--- config.mk ---
export PLATFORM = sky130hd
export DESIGN_NAME = alu_share_arbiter
export DESIGN_NICKNAME = d
export VERILOG_FILES = /design/src/rtl/alu_share_arbiter.sv
export SDC_FILE = /design/constraint.sdc
export NUM_CORES = 1
export LEC_CHECK = 0
export CAP_MARGIN = 20
export CELL_PAD_IN_SITES_DETAIL_PLACEMENT = 1
export CELL_PAD_IN_SITES_GLOBAL_PLACEMENT = 2
export CORE_AREA = 4 4 160 147
export DETAILED_ROUTE_END_ITERATION = 10
export DIE_AREA = 0 0 164 151
export PLACE_DENSITY = 0.95
export SLEW_MARGIN = 20
export SYNTH_ARGS = -nofsm -noshare
export SYNTH_HDL_FRONTEND = slang
export SYNTH_SLANG_ARGS = --single-unit
--- constraint.sdc ---
create_clock -name clk -period 10 [get_ports clk]
set_input_delay 2 -clock clk [delete_from_list [all_inputs] [get_ports clk]]
set_output_delay 2 -clock clk [all_outputs]
set_load 0.1 [all_outputs]
--- src/rtl/alu_share_arbiter.sv ---
// Round-robin arbiter sharing one combinational ALU between two requesters.
// One op in flight: accept -> ISSUE (ALU evaluates) -> RESP (held until consumed).
module alu_share_arbiter #(
  parameter int DATA_W = 32,
  parameter int OP_W   = 4
) (
  input  logic              clk,
  input  logic              rst,
  input  logic              req0_valid,
  output logic              req0_ready,
  input  logic [OP_W-1:0]   req0_op,
  input  logic [DATA_W-1:0] req0_a,
  input  logic [DATA_W-1:0] req0_b,
  input  logic              req1_valid,
  output logic              req1_ready,
  input  logic [OP_W-1:0]   req1_op,
  input  logic [DATA_W-1:0] req1_a,
  input  logic [DATA_W-1:0] req1_b,
  output logic              rsp0_valid,
  input  logic              rsp0_ready,
  output logic              rsp1_valid,
  input  logic              rsp1_ready,
  output logic [DATA_W-1:0] rsp_result,
  output logic [2:0]        rsp_flags,
  output logic [OP_W-1:0]   alu_op,
  output logic [DATA_W-1:0] alu_a,
  output logic [DATA_W-1:0] alu_b,
  input  logic [DATA_W-1:0] alu_out,
  input  logic              alu_ov,
  input  logic              alu_zero,
  input  logic              alu_neg
);

  typedef enum logic [1:0] {IDLE = 2'd0, ISSUE = 2'd1, RESP = 2'd2} state_t;

  state_t            state_reg, state_next;
  logic              owner_reg, owner_next;
  logic              last_served_reg, last_served_next;
  logic [OP_W-1:0]   op_reg, op_next;
  logic [DATA_W-1:0] a_reg, a_next;
  logic [DATA_W-1:0] b_reg, b_next;
  logic [DATA_W-1:0] result_reg, result_next;
  logic [2:0]        flags_reg, flags_next;

  logic [1:0] req_valid, req_ready, grant, rsp_valid, rsp_ready;

  assign req_valid = {req1_valid, req0_valid};
  assign rsp_ready = {rsp1_ready, rsp0_ready};

  // On a tie the requester that was not served last wins.
  assign grant[0] = req_valid[0] & (~req_valid[1] | last_served_reg);
  assign grant[1] = req_valid[1] & (~req_valid[0] | ~last_served_reg);

  genvar gi;
  generate
    for (gi = 0; gi < 2; gi++) begin : g_port
      assign req_ready[gi] = ~rst & (state_reg == IDLE) & grant[gi];
      assign rsp_valid[gi] = (state_reg == RESP) & (owner_reg == 1'(gi));
    end
  endgenerate

  assign req0_ready = req_ready[0];
  assign req1_ready = req_ready[1];
  assign rsp0_valid = rsp_valid[0];
  assign rsp1_valid = rsp_valid[1];
  assign rsp_result = result_reg;
  assign rsp_flags  = flags_reg;
  assign alu_op     = op_reg;
  assign alu_a      = a_reg;
  assign alu_b      = b_reg;

  always_ff @(posedge clk or posedge rst) begin
    if (rst) begin
      state_reg       <= IDLE;
      owner_reg       <= 1'b0;
      last_served_reg <= 1'b1;
      op_reg          <= '0;
      a_reg           <= '0;
      b_reg           <= '0;
      result_reg      <= '0;
      flags_reg       <= '0;
    end else begin
      state_reg       <= state_next;
      owner_reg       <= owner_next;
      last_served_reg <= last_served_next;
      op_reg          <= op_next;
      a_reg           <= a_next;
      b_reg           <= b_next;
      result_reg      <= result_next;
      flags_reg       <= flags_next;
    end
  end

  always_comb begin
    state_next       = state_reg;
    owner_next       = owner_reg;
    last_served_next = last_served_reg;
    op_next          = op_reg;
    a_next           = a_reg;
    b_next           = b_reg;
    result_next      = result_reg;
    flags_next       = flags_reg;
    case (state_reg)
      IDLE: begin
        if (grant[0]) begin
          op_next    = req0_op;
          a_next     = req0_a;
          b_next     = req0_b;
          owner_next = 1'b0;
          state_next = ISSUE;
        end else if (grant[1]) begin
          op_next    = req1_op;
          a_next     = req1_a;
          b_next     = req1_b;
          owner_next = 1'b1;
          state_next = ISSUE;
        end
      end
      ISSUE: begin
        result_next = alu_out;
        flags_next  = {alu_ov, alu_zero, alu_neg};
        state_next  = RESP;
      end
      RESP: begin
        if (rsp_ready[owner_reg]) begin
          last_served_next = owner_reg;
          state_next       = IDLE;
        end
      end
      default: state_next = IDLE;
    endcase
  end

endmodule
==> results.sh, run 1 <==
export IMPL_cap_violations=0
export IMPL_ys_ff_latch=107
export IMPL_fin_nets=918
export IMPL_cts_htree_levels=3
export IMPL_cts_tree="yes"
export IMPL_fin_crit_ns=6.45
export IMPL_finalCritPeriodShare_pct=64.5
export IMPL_drv_slew=0
export IMPL_drcViolationCount=0
export IMPL_wl_um=20900
export IMPL_crit_arrival_ns=4.45
export IMPL_io_buffers=283
export IMPL_cts_made_buffers=9
export IMPL_synth_edf_count=0
export IMPL_final_util_pct=37.5
export IMPL_setup_tns_ns=0
export IMPL_synth_nets=671
export IMPL_grt_pass1_wl_um=30900
export IMPL_syn_area_sq_um=4950
export IMPL_core_sq_um=22000
export IMPL_hp_class="register to register"
export IMPL_clock_tree_root_cell="clkbuf_16"
export IMPL_cts_resized_gates=0
export IMPL_antenna_found_initial=0
export IMPL_async_reset_ff_share_pct=100
export IMPL_synth_ff_type="dfrtp_1"
export IMPL_synthCells=494
export IMPL_start_util_pct=22.5
export IMPL_syn_avg_cell_area_sq_um=10.0
export IMPL_dp_cells=1027
export IMPL_diodes=0
export IMPL_grt_pass1_vias=5381
export IMPL_rr_endpoint="alu_b[15]$_DFFE_PP0P_"
export IMPL_path_clk_slew_ns=0.08
export IMPL_relSlewSlack_pct=27.8
export IMPL_synth_cell_types=28
export IMPL_instances_no_fill=1043
export IMPL_cts_hold_buf=0
export IMPL_tightestPinTransition_ns=1.08
export IMPL_drtAntennaViolNets=0
export IMPL_clk_latency_ns=0.35
export IMPL_critPathCaptureType="primary output"
export IMPL_ys_warnings_count=0
export IMPL_cp_max_fo=4
export IMPL_track_usage_pct=16.1
export IMPL_status="finished, final reports clean"
export IMPL_clkSinkCount=107
export IMPL_final_hold_viol_count=0
export IMPL_die_h_um=151
export IMPL_dr_pass1_iters=4
export IMPL_fin_skew_ns=0.0106
export IMPL_hold_depth=1
export IMPL_startpoint_type="input pin"
export IMPL_fp_dieW_um=164
export IMPL_via_count=5028
export IMPL_num_rows=52
export IMPL_grt_overflow=0
export IMPL_cts_buffer_depth=2
export IMPL_crit_required_ns=8.00
export IMPL_post_cts_buffers=0
export IMPL_ys_seq_area_share_pct=54.1
export IMPL_min_to="rsp_result[13]$_DFFE_PP0N_"
export IMPL_setup_viol=0
export IMPL_r2r_cells=4
export IMPL_rrSetupSlack_ns=7.80
export IMPL_dieArea_sq_um=24800
export IMPL_max_freq_mhz=155
export IMPL_dpl_hpwl_um=14500
export IMPL_syn2layout_area_growth_pct=66.6
export IMPL_worst_setup_path_type="input pin to primary output"
export IMPL_gp_congestion=0.735
export IMPL_hp_start="rsp_result[13]$_DFFE_PP0N_"
export IMPL_grt_max_degree=71
export IMPL_via_per_inst=4.82
export IMPL_drive_gt1_share_pct=9.65
export IMPL_drt_wirelength_per_cell_um=20.0
export IMPL_ios=284
export IMPL_first_iter_violations=146
export IMPL_rsz0062_at_grt="false"
export IMPL_r2r_start="state_reg[0]$_DFFE_PP0P_"
==> cell type report <==
class / instances / area, sq um
fill: 2545 / 13700
timing repair buffer: 293 / 2900
sequential: 107 / 2680
multi-input combinational: 328 / 1990
tap: 297 / 372
clock buffer: 10 / 239
clock inverter: 6 / 63.8
inverter: 2 / 11.3
==> synth_stat cells, types with 2 or more instances <==
master,instances,area (sq um)
clkbuf_1,34,128
o21ai_0,69,345
nand2b_1,3,18.8
buf_6,7,78.8
nand2_1,3,11.3
a21oi_1,68,340
a31oi_1,68,425
dfrtp_1,106,2650
mux2_2,36,405
buf_2,13,65.1
nor2_1,2,7.51
buf_4,2,15.0
nand3_1,68,340
==> critical path, cell delays in order <==
cell	delay, ns
clkdlybuf4s50_1	0.57
nand2b_2	0.15
nand2_1	0.10
nor3_1	0.41
clkdlybuf4s50_1	1.22
==> metal layers <==
metal | GRT usage (%) | routed length [um] | vias to the layer above
met5 | 0 | 0 | -
met4 | 3.19 | 231 | 0
met3 | 6.10 | 2020 | 14
met2 | 27.4 | 9890 | 204
met1 | 19.6 | 8720 | 2496
li1 | - | - | 2314
==> placed cells by master, fill, tap and decap left out, types with 3 or more instances in the layout <==
cell and n:
clkdlybuf4s50_1 282, dfrtp_1 106, o21ai_0 69, nand3_1 68
a21oi_1 68, a31oi_1 68, mux2_2 36, buf_4 10
clkbuf_16 9, nand2_1 3
==> worst max path at each step <==
stage / startpoint / slack (ns) / endpoint / depth (start not counted)
2_1_floorplan: rst / 2.64 / req1_ready / 2
5_1_grt: rst / 3.47 / req1_ready / 4
3_5_place_dp: req1_valid / 3.54 / req0_ready / 5
3_3_place_gp: req1_valid / 3.57 / req0_ready / 5
4_1_cts: req1_valid / 3.53 / req0_ready / 5
6_report: req1_valid / 3.55 / req0_ready / 5
==> metrics by stage <==
| step | setup WS, ns | hold WS (ns) | cell area [sq um] |
|---|---|---|---|
| final | 3.55 | 0.510 | 8250 |
| after CTS | 3.53 | 0.513 | 8250 |
| after global routing | 3.47 | 0.522 | 8250 |
| after global placement | 3.57 | 0.486 | 7950 |
| after detailed placement | 3.54 | 0.494 | 7950 |
| after floorplan | 2.64 | 0.527 | 4950 |
==> cell families (layout without fill, tap and decap cells) <==
| logic type | Yosys count | count (layout) | synth area share [%] |
|---|---|---|---|
| and+or+nand+nor | 84 | 84 | 8.74 |
| buffers and inverters | 59 | 311 | 6.04 |
| muxes | 36 | 36 | 8.19 |
| DFF | 107 | 107 | 54.1 |
| AOI/OAI and AO/OA | 208 | 208 | 22.9 |
Power of run 1 is not shown: default switching activity piles up to over one toggle a cycle in this logic, so the estimate is an artifact.
==> inputs of run 2 (changes only) <==
Settings changed: CORE_AREA 4 4 160 147 to 4 4 167 153, DIE_AREA 0 0 164 151 to 0 0 171 157, PLACE_DENSITY 0.95 to 0.91.
Clock period 10 ns to 6.2 ns, I/O delays scaled along.
==> run 2 against run 1 <==
Via count decreased by 1.3%. Clock-buffer cell count unchanged. Die area increased by 8.4%. Cell area decreased by 0.12%. Utilization decreased by 3.1 points. First-iteration DRC count increased by 69%. Non-clock buffer count decreased by 1. Clock skew increased by 0.0050 ns.
==> results.sh, run 2 (synthesized netlist as in run 1, its figures left out) <==
export IMPL_rsz0062_at_grt="false"
export IMPL_cp_cell_sequence="clkdlybuf4s50_1 -> nand2b_2 -> nand2_1 -> nor3_1 -> buf_4"
export IMPL_track_usage_pct=14.6
export IMPL_crit_arrival_ns=2.60
export IMPL_rr_endpoint="alu_a[10]$_DFFE_PP0P_"
export IMPL_final_hold_viol_count=0
export IMPL_dr_pass1_iters=4
export IMPL_via_count=4964
export IMPL_drcViolationCount=0
export IMPL_drv_slew=0
export IMPL_start_util_pct=20.7
export IMPL_relSlewSlack_pct=30.6
export IMPL_min_to="rsp_flags[0]$_DFFE_PP0N_"
export IMPL_cts_made_buffers=9
export IMPL_antenna_found_initial=2
export IMPL_hp_class="register to register"
export IMPL_r2r_start="state_reg[0]$_DFFE_PP0P_"
export IMPL_diodes=0
export IMPL_status="finished, final reports clean"
export IMPL_path_clk_slew_ns=0.08
export IMPL_crit_required_ns=4.96
export IMPL_hp_start="rsp_flags[0]$_DFFE_PP0N_"
export IMPL_syn2layout_area_growth_pct=66.4
export IMPL_cts_resized_gates=0
export IMPL_post_cts_buffers=0
export IMPL_slowest_stage="clkdlybuf4s50_1"
export IMPL_grt_max_degree=71
export IMPL_clkSinkCount=107
export IMPL_num_rows=54
export IMPL_drive_gt1_share_pct=9.66
export IMPL_startpoint_type="input pin"
export IMPL_final_common_cell="clkdlybuf4s50_1"
export IMPL_fin_nets=917
export IMPL_core_sq_um=23900
export IMPL_drt_wirelength_per_cell_um=19.6
export IMPL_drtAntennaViolNets=0
export IMPL_setup_tns_ns=0
export IMPL_cts_hold_buf=0
export IMPL_r2r_cells=4
export IMPL_cpPeakStageDelay_ns=0.46
export IMPL_fp_dieW_um=171
export IMPL_first_iter_violations=247
export IMPL_cts_tree="yes"
export IMPL_fin_crit_ns=3.84
export IMPL_finalCritPeriodShare_pct=61.9
export IMPL_clk_latency_ns=0.36
export IMPL_cts_buffer_depth=2
export IMPL_grt_pass1_wl_um=30600
export IMPL_dieArea_sq_um=26800
export IMPL_worst_setup_path_type="input pin to primary output"
export IMPL_setup_viol=0
export IMPL_max_freq_mhz=260
export IMPL_tightestPinTransition_ns=1.04
export IMPL_clock_tree_root_cell="clkbuf_16"
export IMPL_critPathCaptureType="primary output"
export IMPL_rrSetupSlack_ns=3.73
export IMPL_wl_um=20700
export IMPL_cts_htree_levels=3
export IMPL_grt_overflow=0
export IMPL_io_buffers=283
export IMPL_hold_depth=1
export IMPL_via_per_inst=4.71
export IMPL_die_h_um=157
export IMPL_ios=284
export IMPL_grt_pass1_vias=5171
export IMPL_final_cell_mix="clkdlybuf4s50_1 (280), dfrtp_1 (106), o21ai_0 (69)"
export IMPL_cap_violations=0
export IMPL_dpl_hpwl_um=14000
export IMPL_fin_skew_ns=0.0156
export IMPL_cp_max_fo=4
export IMPL_gp_congestion=0.737
run 2: changes by cell type in the layout (fill, tap and decap cells not counted), sizes merged:
cell | previous run | this run
inv | 4 | 2
clkdlybuf4s50 | 282 | 280
clkinv | 3 | 6
buf | 11 | 12
clkinvlp | 1 | 0
run 2: critical path: cells and delay by family:
kind,cells,cell delay (ns)
buffers and inverters,2,0.82
AND/OR/NAND/NOR,3,0.52
run 2: layer usage:
metal  part of all wire [%]  GRT usage (%)  wire (um)
met1                     44           18.6       9030
met2                     47           24.4       9710
met3                    8.3           4.52       1710
met4                   0.87           3.39        180
met5                   0.15              0         31
run 2: cell type report:
| cell class | count | area [sq um] |
|---|---|---|
| clock inverter | 6 | 62.6 |
| multi-input combinational | 328 | 1990 |
| sequential | 107 | 2680 |
| fill | 2725 | 15700 |
| clock buffer | 10 | 229 |
| tap | 308 | 385 |
| inverter | 2 | 11.3 |
| timing repair buffer | 292 | 2890 |
run 2: worst max-delay path by stage:
stage	startpoint	end	slack (ns)	cells after the start
floorplan	rst	req1_ready	0.36	2
global placement	rst	req1_ready	2.41	4
detailed placement	req1_valid	req0_ready	2.42	5
CTS	req1_valid	req0_ready	2.41	5
global route	req1_valid	req0_ready	2.35	5
finish	req1_valid	req0_ready	2.36	5
run 2: stage by stage:
step | instances | area, sq um | utilization (%) | setup slack, ns | hold WS (ns)
2_1_floorplan | 494 | 4950 | - | 0.359 | 0.527
3_3_place_gp | 1037 | 7950 | 33.2 | 2.41 | 0.485
3_5_place_dp | 1037 | 7950 | 33.2 | 2.42 | 0.493
4_1_cts | 1053 | 8240 | 34.5 | 2.41 | 0.511
5_1_grt | 1053 | 8240 | 34.5 | 2.35 | 0.521
6_report | 1053 | 8240 | 34.5 | 2.36 | 0.508
Power of run 2 is left out for the same reason.
